### src/rtl/mux_arbiter.sv
// Two-requester packet arbiter with round-robin tie break and beat limit.
// Define MUX_ARBITER_ASSERT_EN to compile in the runtime sanity assertions.
module mux_arbiter #(
  parameter int WIDTH     = 8,
  parameter int MAX_BEATS = 4
) (
  input  logic             clk,
  input  logic             rst_n,
  input  logic             req_a,
  input  logic             req_b,
  input  logic [WIDTH-1:0] data_a,
  input  logic [WIDTH-1:0] data_b,
  input  logic             last_a,
  input  logic             last_b,
  output logic             gnt_a,
  output logic             gnt_b,
  output logic             sel,
  output logic             out_valid,
  output logic [WIDTH-1:0] out_data,
  output logic             out_last,
  input  logic             out_ready
);

  typedef enum logic [1:0] {
    IDLE,
    GNT_A,
    GNT_B
  } state_t;

  localparam logic [3:0] MAX_CNT = 4'(MAX_BEATS);

  state_t     state;
  logic       ptr_b;
  logic [3:0] beat_cnt;
  logic       xfer;
  logic       at_max;
  logic       grant_end;
  logic       own_req;
  logic       other_req;
  logic       win_a;
  logic       win_b;

  assign gnt_a     = (state == GNT_A);
  assign gnt_b     = (state == GNT_B);
  assign sel       = gnt_b;
  assign out_valid = (gnt_a & req_a) | (gnt_b & req_b);
  assign out_data  = sel ? data_b : data_a;
  assign out_last  = sel ? last_b : last_a;

  assign xfer      = out_valid & out_ready;
  assign at_max    = (beat_cnt + 4'd1) == MAX_CNT;
  assign grant_end = xfer & (out_last | at_max);
  assign own_req   = sel ? req_b : req_a;
  assign other_req = sel ? req_a : req_b;

  // ptr_b=1 means B was served last, so A wins a tie
  assign win_a = req_a & (~req_b | ptr_b);
  assign win_b = req_b & (~req_a | ~ptr_b);

  always_ff @(posedge clk) begin
    if (!rst_n) begin
      state    <= IDLE;
      ptr_b    <= 1'b1;
      beat_cnt <= 4'd0;
    end else begin
      unique case (state)
        IDLE: begin
          unique case (1'b1)
            win_a: begin
              state    <= GNT_A;
              ptr_b    <= 1'b0;
              beat_cnt <= 4'd0;
            end
            win_b: begin
              state    <= GNT_B;
              ptr_b    <= 1'b1;
              beat_cnt <= 4'd0;
            end
            default: ;
          endcase
        end
        GNT_A, GNT_B: begin
          if (grant_end) begin
            beat_cnt <= 4'd0;
            if (other_req) begin
              state <= sel ? GNT_A : GNT_B;
              ptr_b <= ~sel;
            end else begin
              state <= IDLE;
            end
          end else if (xfer) begin
            beat_cnt <= beat_cnt + 4'd1;
          end else if (!own_req) begin
            state    <= IDLE;
            beat_cnt <= 4'd0;
          end
        end
        default: state <= IDLE;
      endcase
    end
  end

`ifdef MUX_ARBITER_ASSERT_EN
  always_ff @(posedge clk) begin
    if (rst_n) begin
      assert (!$isunknown({req_a, req_b, sel, out_ready}))
        else $error("mux_arbiter: X/Z on control input");
      assert (!(gnt_a && gnt_b))
        else $fatal(1, "mux_arbiter: both grants high");
      assert (!(state == IDLE && out_valid))
        else $error("mux_arbiter: out_valid while idle");
    end
  end
`endif

endmodule

### config.mk
export PLATFORM = sky130hd
export DESIGN_NAME = mux_arbiter
export DESIGN_NICKNAME = d
export VERILOG_FILES = /design/src/rtl/mux_arbiter.sv
export SDC_FILE = /design/constraint.sdc
export NUM_CORES = 1
export LEC_CHECK = 0
export ABC_AREA = 0
export BUFFER_PORTS_ARGS = -buffer_cell sky130_fd_sc_hd__buf_4
export CORE_MARGIN = 1
export CORE_UTILIZATION = 44
export CTS_CLUSTER_SIZE = 30
export DETAILED_ROUTE_END_ITERATION = 7
export PLACE_DENSITY = 0.77
export SYNTH_ARGS = -nofsm -noshare
export SYNTH_HDL_FRONTEND = slang
export SYNTH_SLANG_ARGS = --single-unit
### constraint.sdc
create_clock -name clk -period 2.6 [get_ports clk]
set_clock_uncertainty 0.05 [all_clocks]
set_input_delay 0.26 -clock clk [delete_from_list [all_inputs] [get_ports clk]]
set_output_delay 0.26 -clock clk [all_outputs]
set_load 0.1 [all_outputs]
==> out/metrics.yaml, run 1 <==
cts_resized: 0
cp_max_fo: 17
crit_path_end_kind: "flip-flop"
multi_input_area_um2: 549
cp_data_required_time_ps: 2710
clockBufferDepth: 2
fin_ws_ps: 521
h-tree-depth: 1
async_flop_share_pct: 0
grt_pass1_wl_um: 3060
slowest_delay_ps: 400
cts_root_buf: "clkbuf_4"
worst_pin_slew_ps: 421
period_minus_slack_ps: 2080
tritoncts: "yes"
ctsHoldBuffers: 0
cp_num_cells: 7
drive_above_1_share_pct: 48.3
antenna_found_initial: 0
wl_per_cell_um: 13.8
gp_congestion: 0.816
synthesis.nets: 109
seq_area_frac_synth_pct: 19.5
cts_buffers: 3
nFillCells: 138
grt_max_degree: 18
grt_overflow: 0
num_vias: 761
ys.flop_type: "dfxtp_1"
reg2reg_depth: 7
vdd_drop_max_uv: 747
synthCells: 80
fmax_mhz: 481
area_delta_synth_final_pct: 41.9
whs_path_depth: 3
rsz0062_at_grt: "no"
crit_type: "reg2reg"
setup_violations: 0
dp_hpwl_um: 1460
cp_data_arrival_time_ps: 2190
clk_latency_ps: 250
avgViaCountPerCell: 5.77
seq_area_um2: 140
track_usage_pct: 22.4
die_y_um: 42.4
ys_types: 34
nets: 146
drv_cap: 0
ys_ff_latch: 7
crit_path_start_kind: "flip-flop"
numPortBuffers: 35
dp_slack_ps: 519
hp-class: "in2reg"
cts.sinks: 7
drc: 0
max-slew-margin-rel_pct: 71.8
hold_viol_final: 0
drt_wl_total_um: 1820
path_cells: "inv_1 > ha_2 > mux2_4 > a31oi_4 > nand3_1 > nand2b_4 > o41ai_2"
p_leak_nw: 0.469
syn_avg_cell_area_um2: 8.96
synth-edff-count: 0
cp_num_buf_inv: 1
chipWidth_um: 42.4
dr.pass1.iters: 4
setup_tns_ps: 0
first_global_vias: 672
path_clk_slew_ps: 50
antenna_left: 0
core_area_mm2: 0.00151
drtIter0Drc: 21
period_share_pct: 80.0
floorplan.die_area_mm2: 0.00179
initial_utilization_pct: 47.6
rows: 14
cp_top_family: "adder cells"
drv_slew: 0
fin_util_pct: 67.5
power-per-cell-area_mw_per_mm2: 866
postCtsSetupBuffers: 0
crit_path_top_delay_cell: "ha_2"
synth_area_um2: 717
boundaryPins: 36
diodes: 0
yosysWarnings: 0
outcome: "finished, final reports clean"
sequential cells by signal, indices dropped and copies added, names as in the netlist:
register,flops
state,2
beat_cnt,4
ptr_b,1
layout by cell type (no fill, tap or decap), types with 2 or more instances in the layout:
master    netlist  routed
a21o_1          2       2
a21oi_1         2       2
and3_1          2       2
buf_4           1      35
clkbuf_4        0       3
dfxtp_1         7       7
ha_1            6       4
ha_2            0       2
inv_1           5       5
mux2_2          8       8
mux2i_1         2       2
nand2_1        11      11
nand3_1         4       4
nor2_1          3       3
o22a_1          2       2
o41ai_2         2       2
or3_1           2       2
tightest hold or removal path, cell delays in order:
cell     delay, ps
buf_4          150
nand2_1         70
mux2i_1         60
cells in the mapped netlist, types with 2 or more instances:
cell type,n,area share (%)
nor2_1,3,1.6
and3_1,2,1.7
nand2_1,11,5.8
mux2_2,8,13
o22a_1,2,2.4
a21oi_1,2,1.4
nand3_1,4,2.8
a22o_1,2,2.4
clkbuf_1,2,1.0
or3_1,2,1.7
dfxtp_1,7,20
mux2i_1,2,2.8
ha_1,6,10
o41ai_2,2,4.5
inv_1,5,2.6
a21o_1,2,2.1
report_power, final:
group / switching (W) / total (W) / internal [W]
registers: 0.0000139 / 0.000140 / 0.000126
logic: 0.000447 / 0.000641 / 0.000193
clock network: 0.0000418 / 0.000100 / 0.0000587
total: 0.000503 / 0.000881 / 0.000378
stage by stage:
step | hold slack (ps) | instance area, um^2 | power [W] | instances
4_1_cts | 272 | 1020 | 0.000888 | 132
3_3_place_gp | 443 | 991 | 0.000777 | 128
5_1_grt | 276 | 1020 | 0.000933 | 132
3_5_place_dp | 454 | 991 | 0.000783 | 128
2_1_floorplan | 386 | 723 | 0.000672 | 80
6_report | 279 | 1020 | 0.000881 | 132
kinds of logic (layout without fill, tap and decap cells):
logic type | Yosys count | after routing | share of synthesized area (%)
buffers and inverters | 8 | 44 | 4.71
flip-flops | 7 | 7 | 19.5
adder cells (fa/ha/maj) | 7 | 7 | 11.9
AO/OA/AOI/OAI | 18 | 18 | 23.9
multiplexers | 11 | 11 | 17.5
AND/OR/NAND/NOR | 29 | 29 | 22.5
per-layer routing:
metal,wire length [um],track usage (%)
met1,732,27.9
met2,907,37.2
met4,22,7.50
met5,0,0
met3,157,5.60
path summary, 6_finish.rpt:
| kind | slack [ps] | startpoint | to |
|---|---|---|---|
| max | 520 | state[0] | beat_cnt[3] |
| min | 280 | rst_n | state[0] |
| max reg2reg | 520 | state[0] | beat_cnt[3] |
| min reg2reg | 450 | state[0] | state[0] |
cell type report:
class	instances	area share, %
repair buffers	35	25.8
flip-flops and latches	7	13.8
inverters	5	1.85
well taps	16	1.97
clock buffers	4	2.58
multi-input cells	65	54.0
Power figures use the tool's default switching activity.
==> run 2, diff against run 1 <==
Settings changed: CORE_UTILIZATION 44 to 40, PLACE_DENSITY 0.77 to 0.74.
Clock period 2.6 ns to 1.7 ns, I/O delays scaled along.
==> out/metrics.yaml, run 2 (synthesis gave the netlist of run 1 again) <==
wl_per_cell_um: 18.4  # was 13.8 um
finish.instance_area_mm2: 0.00138  # was 0.00102 mm^2
reg2reg_to: "ptr_b"  # was beat_cnt[3]
clk_latency_ps: 260  # was 250 ps
numPortBuffers: 35  # unchanged
crit_start: "state[0]"  # unchanged
seq_area_um2: 145  # was 140 um^2
cp_data_arrival_time_ps: 1950  # was 2190 ps
drt_wl_total_um: 2850  # was 1820 um
layout_common_cells: "buf_4 (38), nand2_1 (10), buf_12 (10)"  # was buf_4 (35), nand2_1 (11), mux2_2 (8)
grt_overflow: 0  # unchanged
power_w: 0.00182  # was 0.000881 W
power-per-cell-area_mw_per_mm2: 1320  # was 866 mW/mm^2
period_share_pct: 108  # was 80.0%
drv_slew: 0  # unchanged
cts_root_buf: "clkbuf_4"  # unchanged
die_y_um: 44.3  # was 42.4 um
reg2reg_depth: 7  # unchanged
avgViaCountPerCell: 5.74  # was 5.77
tritoncts: "yes"  # unchanged
setup_violations: 15  # was 0
final_common_cell: "buf_4"  # unchanged
drv_cap: 0  # unchanged
first_global_vias: 797  # was 672
num_vias: 889  # was 761
reg_top3: "beat_cnt (4), state (2), ptr_b (1)"  # unchanged
dp_hpwl_um: 1480  # was 1460 um
drc: 0  # unchanged
rows: 14  # unchanged
rsz0062_at_grt: "yes"  # was no
track_usage_pct: 26.1  # was 22.4%
placed_cell_area_mm2: 0.00114  # was 991 um^2
p_comb_share_pct: 78.8  # was 72.7%
ctsHoldBuffers: 0  # unchanged
top_register: "beat_cnt"  # unchanged
p_leak_nw: 0.627  # was 0.469 nW
initial_utilization_pct: 45.0  # was 47.6%
boundaryPins: 36  # unchanged
whs_path_depth: 3  # unchanged
area_delta_synth_final_pct: 92.3  # was 41.9%
cp_data_required_time_ps: 1810  # was 2710 ps
hp-class: "in2reg"  # unchanged
antenna_found_initial: 0  # unchanged
max-slew-margin-rel_pct: 70.5  # was 71.8%
crit_path_end_kind: "flip-flop"  # unchanged
path_clk_slew_ps: 50  # about the same
p_sw_w: 0.000941  # was 0.000503 W
nFillCells: 81  # was 138
grt_pass1_wl_um: 3780  # was 3060 um
floorplan.die_area_mm2: 0.00197  # was 0.00179 mm^2
drive_above_1_share_pct: 62.6  # was 48.3%
crit_path_start_kind: "flip-flop"  # unchanged
period_minus_slack_ps: 1840  # was 2080 ps
fmax_mhz: 542  # was 481 MHz
power_frac_clock_pct: 8.8  # was 11.4%
fin_ws_ps: -144  # was 521 ps
clockBufferDepth: 2  # unchanged
endpoint: "ptr_b"  # was beat_cnt[3]
nets: 161  # was 146
vdd_drop_max_uv: 1260  # was 747 uV
h-tree-depth: 1  # unchanged
grt_max_degree: 12  # was 18
p_int_w: 0.000878  # was 0.000378 W
largest_reg_flops: 4  # unchanged
reg2reg_from: "state[0]"  # unchanged
seq_power_share_pct: 12.3  # was 15.9%
crit_type: "reg2reg"  # unchanged
gp_congestion: 0.798  # was 0.816
cp_max_fo: 6  # was 17
outcome: "finished with violations"  # was finished, final reports clean
swShare_pct: 51.7  # was 57.1%
hold_viol_final: 0  # unchanged
dr.pass1.iters: 4  # unchanged
antenna_left: 0  # unchanged
cts_buffers: 3  # unchanged
core_area_mm2: 0.00159  # was 0.00151 mm^2
drtIter0Drc: 29  # was 21
cts.sinks: 7  # unchanged
r2r_slack_ps: -140  # was 520 ps
violations: "setup timing"
multi_input_area_um2: 648  # was 549 um^2
diodes: 0  # unchanged
worst_pin_slew_ps: 442  # was 421 ps
chipWidth_um: 44.3  # was 42.4 um
-- run 2: cell types whose count changed in the layout (fill, tap and decap cells not counted), moves of 2 or more --
| cell | previous run | this run |
|---|---|---|
| mux2_4 | 1 | 9 |
| buf_12 | 0 | 10 |
| ha_4 | 0 | 3 |
| ha_2 | 2 | 0 |
| dfxtp_1 | 7 | 5 |
| inv_1 | 5 | 3 |
| buf_4 | 35 | 38 |
| mux2_2 | 8 | 0 |
| buf_6 | 0 | 2 |
-- run 2: power groups by stage --
stage | Clock [W] | Sequential [W] | Combinational [W]
2_1_floorplan | 0 | 0.000232 | 0.000862
3_3_place_gp | 0 | 0.000223 | 0.00114
3_5_place_dp | 0 | 0.000224 | 0.00114
4_1_cts | 0.000162 | 0.000222 | 0.00134
5_1_grt | 0.000172 | 0.000228 | 0.00147
6_report | 0.000161 | 0.000225 | 0.00143
-- run 2: worst min-delay path by stage --
stage | startpoint | endpoint | slack, ps
6_report | rst_n | state[1] | 200
5_1_grt | rst_n | state[0] | 220
4_1_cts | rst_n | state[0] | 180
3_5_place_dp | rst_n | state[0] | 440
3_3_place_gp | rst_n | state[0] | 450
2_1_floorplan | req_b | state[1] | 300
-- run 2: metrics by stage --
stage          utilization, %  hold WS [ps]  setup TNS [ps]  std cells  worst slack, ps
2_1_floorplan               -           296           -4610         80             -429
4_1_cts                  84.9           178           -1230        154             -117
3_3_place_gp             71.7           449            -466        149             -122
3_5_place_dp             71.7           442            -628        149             -168
6_report                 86.5           204           -1520        155             -144
5_1_grt                  86.5           221           -2210        155             -200
-- run 2: critical path: stages, from the launching register on --
cell and delay (ps):
dfxtp_4 350, inv_4 70, ha_4 180, mux2_4 330, a31oi_4 180, a21oi_2 90, or3_1 320, a21o_1 170
-- run 2: layer usage --
layer,global-route usage [%],wire length (um),up-vias
li1,-,-,408
met1,33.2,1110,424
met2,43.2,1480,45
met3,8.16,176,12
met4,6.06,87,0
met5,0,0,-
-- run 2: what timing repair did --
item,CTS,global route
pin swaps,1,3
setup buffers,1,1
setup endpoints to repair,16,16
gates cloned,0,0
gates resized for setup,42,4
-- run 2: area by class of cell --
cell class                      instances  share of cell area (%)
Clock buffer                            4                    1.91
Inverter                                5                    1.54
Multi-Input combinational cell         65                    47.0
Sequential cell                         7                    10.5
Tap cell                               24                    2.18
Timing Repair Buffer                   50                    36.8
==> run 3, diff against run 2 <==
==> constraint.sdc (replaced) <==
create_clock -name clk -period 1.7 [get_ports clk]
set_clock_uncertainty 0.05 [all_clocks]
set_input_delay 0 -clock clk [delete_from_list [all_inputs] [get_ports clk]]
set_output_delay 0 -clock clk [all_outputs]
set_load 0.1 [all_outputs]
==> out/metrics.yaml, run 3 (synthesis gave the netlist of run 1 again) <==
cts.sinks: 7  # unchanged
diodes: 0  # unchanged
worst_pin_slew_ps: 364  # was 442 ps
first_global_vias: 696  # was 797
p_int_w: 0.000821  # was 0.000878 W
cts_root_buf: "clkbuf_4"  # unchanged
violations: "setup timing"  # unchanged
drc: 0  # unchanged
drtIter0Drc: 12  # was 29
crit_path_top_delay_cell: "dfxtp_4"  # unchanged
h-tree-depth: 1  # unchanged
drt_wl_total_um: 2190  # was 2850 um
cp_max_fo: 4  # was 6
nFillCells: 95  # was 81
final_common_cell: "buf_4"  # unchanged
floorplan.die_area_mm2: 0.00197  # unchanged
reg_top3: "beat_cnt (4), state (2), ptr_b (1)"  # unchanged
crit_path_end_kind: "flip-flop"  # unchanged
outcome: "finished with violations"  # unchanged
path_clk_slew_ps: 50  # about the same
p_sw_w: 0.000883  # was 0.000941 W
setup_violations: 8  # was 15
gp_congestion: 0.798  # unchanged
clockBufferDepth: 2  # unchanged
p_leak_nw: 0.600  # was 0.627 nW
dr.pass1.iters: 4  # unchanged
avgViaCountPerCell: 5.22  # was 5.74
seq_power_share_pct: 13.1  # was 12.3%
cts_buffers: 3  # unchanged
path_cells: "buf_4 > ha_4 > maj3_1 > nand4_1 > a21oi_2 > or3_1 > a21o_1"  # was inv_4 > ha_4 > mux2_4 > a31oi_4 > a21oi_2 > or3_1 > a21o_1
power_frac_clock_pct: 9.3  # was 8.8%
vdd_drop_max_uv: 1130  # was 1260 uV
dp_slack_ps: -168  # unchanged
chipWidth_um: 44.3  # unchanged
swShare_pct: 51.8  # was 51.7%
rows: 14  # unchanged
rsz0062_at_grt: "yes"  # unchanged
placed_cell_area_mm2: 0.00114  # unchanged
cp_top_family: "adder cells"  # was compound AO/OA/AOI/OAI gates
wl_per_cell_um: 14.3  # was 18.4 um
use_met1_pct: 28.4  # was 33.2%
max-slew-margin-rel_pct: 75.7  # was 70.5%
largest_reg_flops: 4  # unchanged
fin_ws_ps: -101  # was -144 ps
crit_type: "reg2reg"  # unchanged
core_area_mm2: 0.00159  # unchanged
r2r_slack_ps: -100  # was -140 ps
num_vias: 798  # was 889
grt_max_degree: 12  # unchanged
finish.instance_area_mm2: 0.00131  # was 0.00138 mm^2
dp_cells: 149  # unchanged
antenna_left: 0  # unchanged
period_share_pct: 106  # was 108%
hp-class: "in2reg"  # unchanged
dp_hpwl_um: 1480  # unchanged
period_minus_slack_ps: 1800  # was 1840 ps
drive_above_1_share_pct: 61.2  # was 62.6%
crit_path_start_kind: "flip-flop"  # unchanged
layout_common_cells: "buf_4 (39), nand2_1 (10), mux2_4 (7)"  # was buf_4 (38), nand2_1 (10), buf_12 (10)
boundaryPins: 36  # unchanged
grt_pass1_wl_um: 3080  # was 3780 um
drv_cap: 0  # unchanged
gr-usage-met2_pct: 33.8  # was 43.2%
nets: 159  # was 161
tritoncts: "yes"  # unchanged
whs_ps: 14.3  # was 204 ps
final_cells: 153  # was 155
clk_latency_ps: 260  # about the same
track_usage_pct: 21.1  # was 26.1%
grt_overflow: 0  # unchanged
grt_busiest_layer: "met2"  # unchanged
hold_viol_final: 0  # unchanged
cp_data_required_time_ps: 1800  # was 1810 ps
use_met3_pct: 6.12  # was 8.16%
die_y_um: 44.3  # unchanged
power-per-cell-area_mw_per_mm2: 1300  # was 1320 mW/mm^2
slowest_delay_ps: 350  # about the same
numPortBuffers: 35  # unchanged
initial_utilization_pct: 45.0  # unchanged
antenna_found_initial: 0  # unchanged
p_comb_share_pct: 77.6  # was 78.8%
cp_data_arrival_time_ps: 1900  # was 1950 ps
cp_num_buf_inv: 1  # unchanged
drv_slew: 0  # unchanged
top_register: "beat_cnt"  # unchanged
fmax_mhz: 555  # was 542 MHz
area_delta_synth_final_pct: 82.7  # was 92.3%
[run 3: worst paths after layout]
check                                  from     endpoint  cells past startpoint
worst max-delay path               state[0]        ptr_b                      7
worst min-delay path                  rst_n     state[0]                      3
worst max register to register     state[0]        ptr_b                      7
worst min register to register  beat_cnt[1]  beat_cnt[1]                      2
[run 3: repair_timing]
item / in CTS / in global routing
hold buffers: 0 / 0
setup buffers: 0 / 0
cloned: 0 / 0
endpoints found under the setup margin: 15 / 15
pin swaps: 1 / 0
gates resized for setup: 13 / 21
[run 3: metal layers]
| layer | routed length (um) | up-vias |
|---|---|---|
| li1 | - | 399 |
| met1 | 973 | 373 |
| met2 | 1120 | 24 |
| met3 | 78 | 2 |
| met4 | 13 | 0 |
| met5 | 0 | - |
[run 3: layout make-up]
cell class	count	area (um^2)	share of cell area [%]
well taps	24	30.0	2.29
repair buffers	48	454	34.7
flip-flops and latches	7	145	11.1
inverters	5	21.3	1.62
multi-input cells	65	633	48.3
clock buffers	4	26.3	2.01
[run 3: tightest hold or removal path: cells and delay by family]
| family | cells | cell delay (ps) |
|---|---|---|
| buf+inv | 1 | 150 |
| mux | 1 | 60 |
| simple gates | 1 | 70 |
[run 3: through the flow]
stage / setup TNS (ps) / power [W] / utilization, %
finish: -376 / 0.00170 / 82.2
global route: -1010 / 0.00177 / 82.2
CTS: -317 / 0.00159 / 76.9
detailed placement: -628 / 0.00137 / 71.7
global placement: -466 / 0.00136 / 71.7
floorplan: -3280 / 0.00109 / -
[run 3: power by group through the flow]
stage	Combinational (W)	Clock, W	Sequential, W
global placement	0.00114	0	0.000223
detailed placement	0.00114	0	0.000224
global route	0.00138	0.000169	0.000228
CTS	0.00121	0.000162	0.000222
floorplan	0.000862	0	0.000232
finish	0.00132	0.000158	0.000224
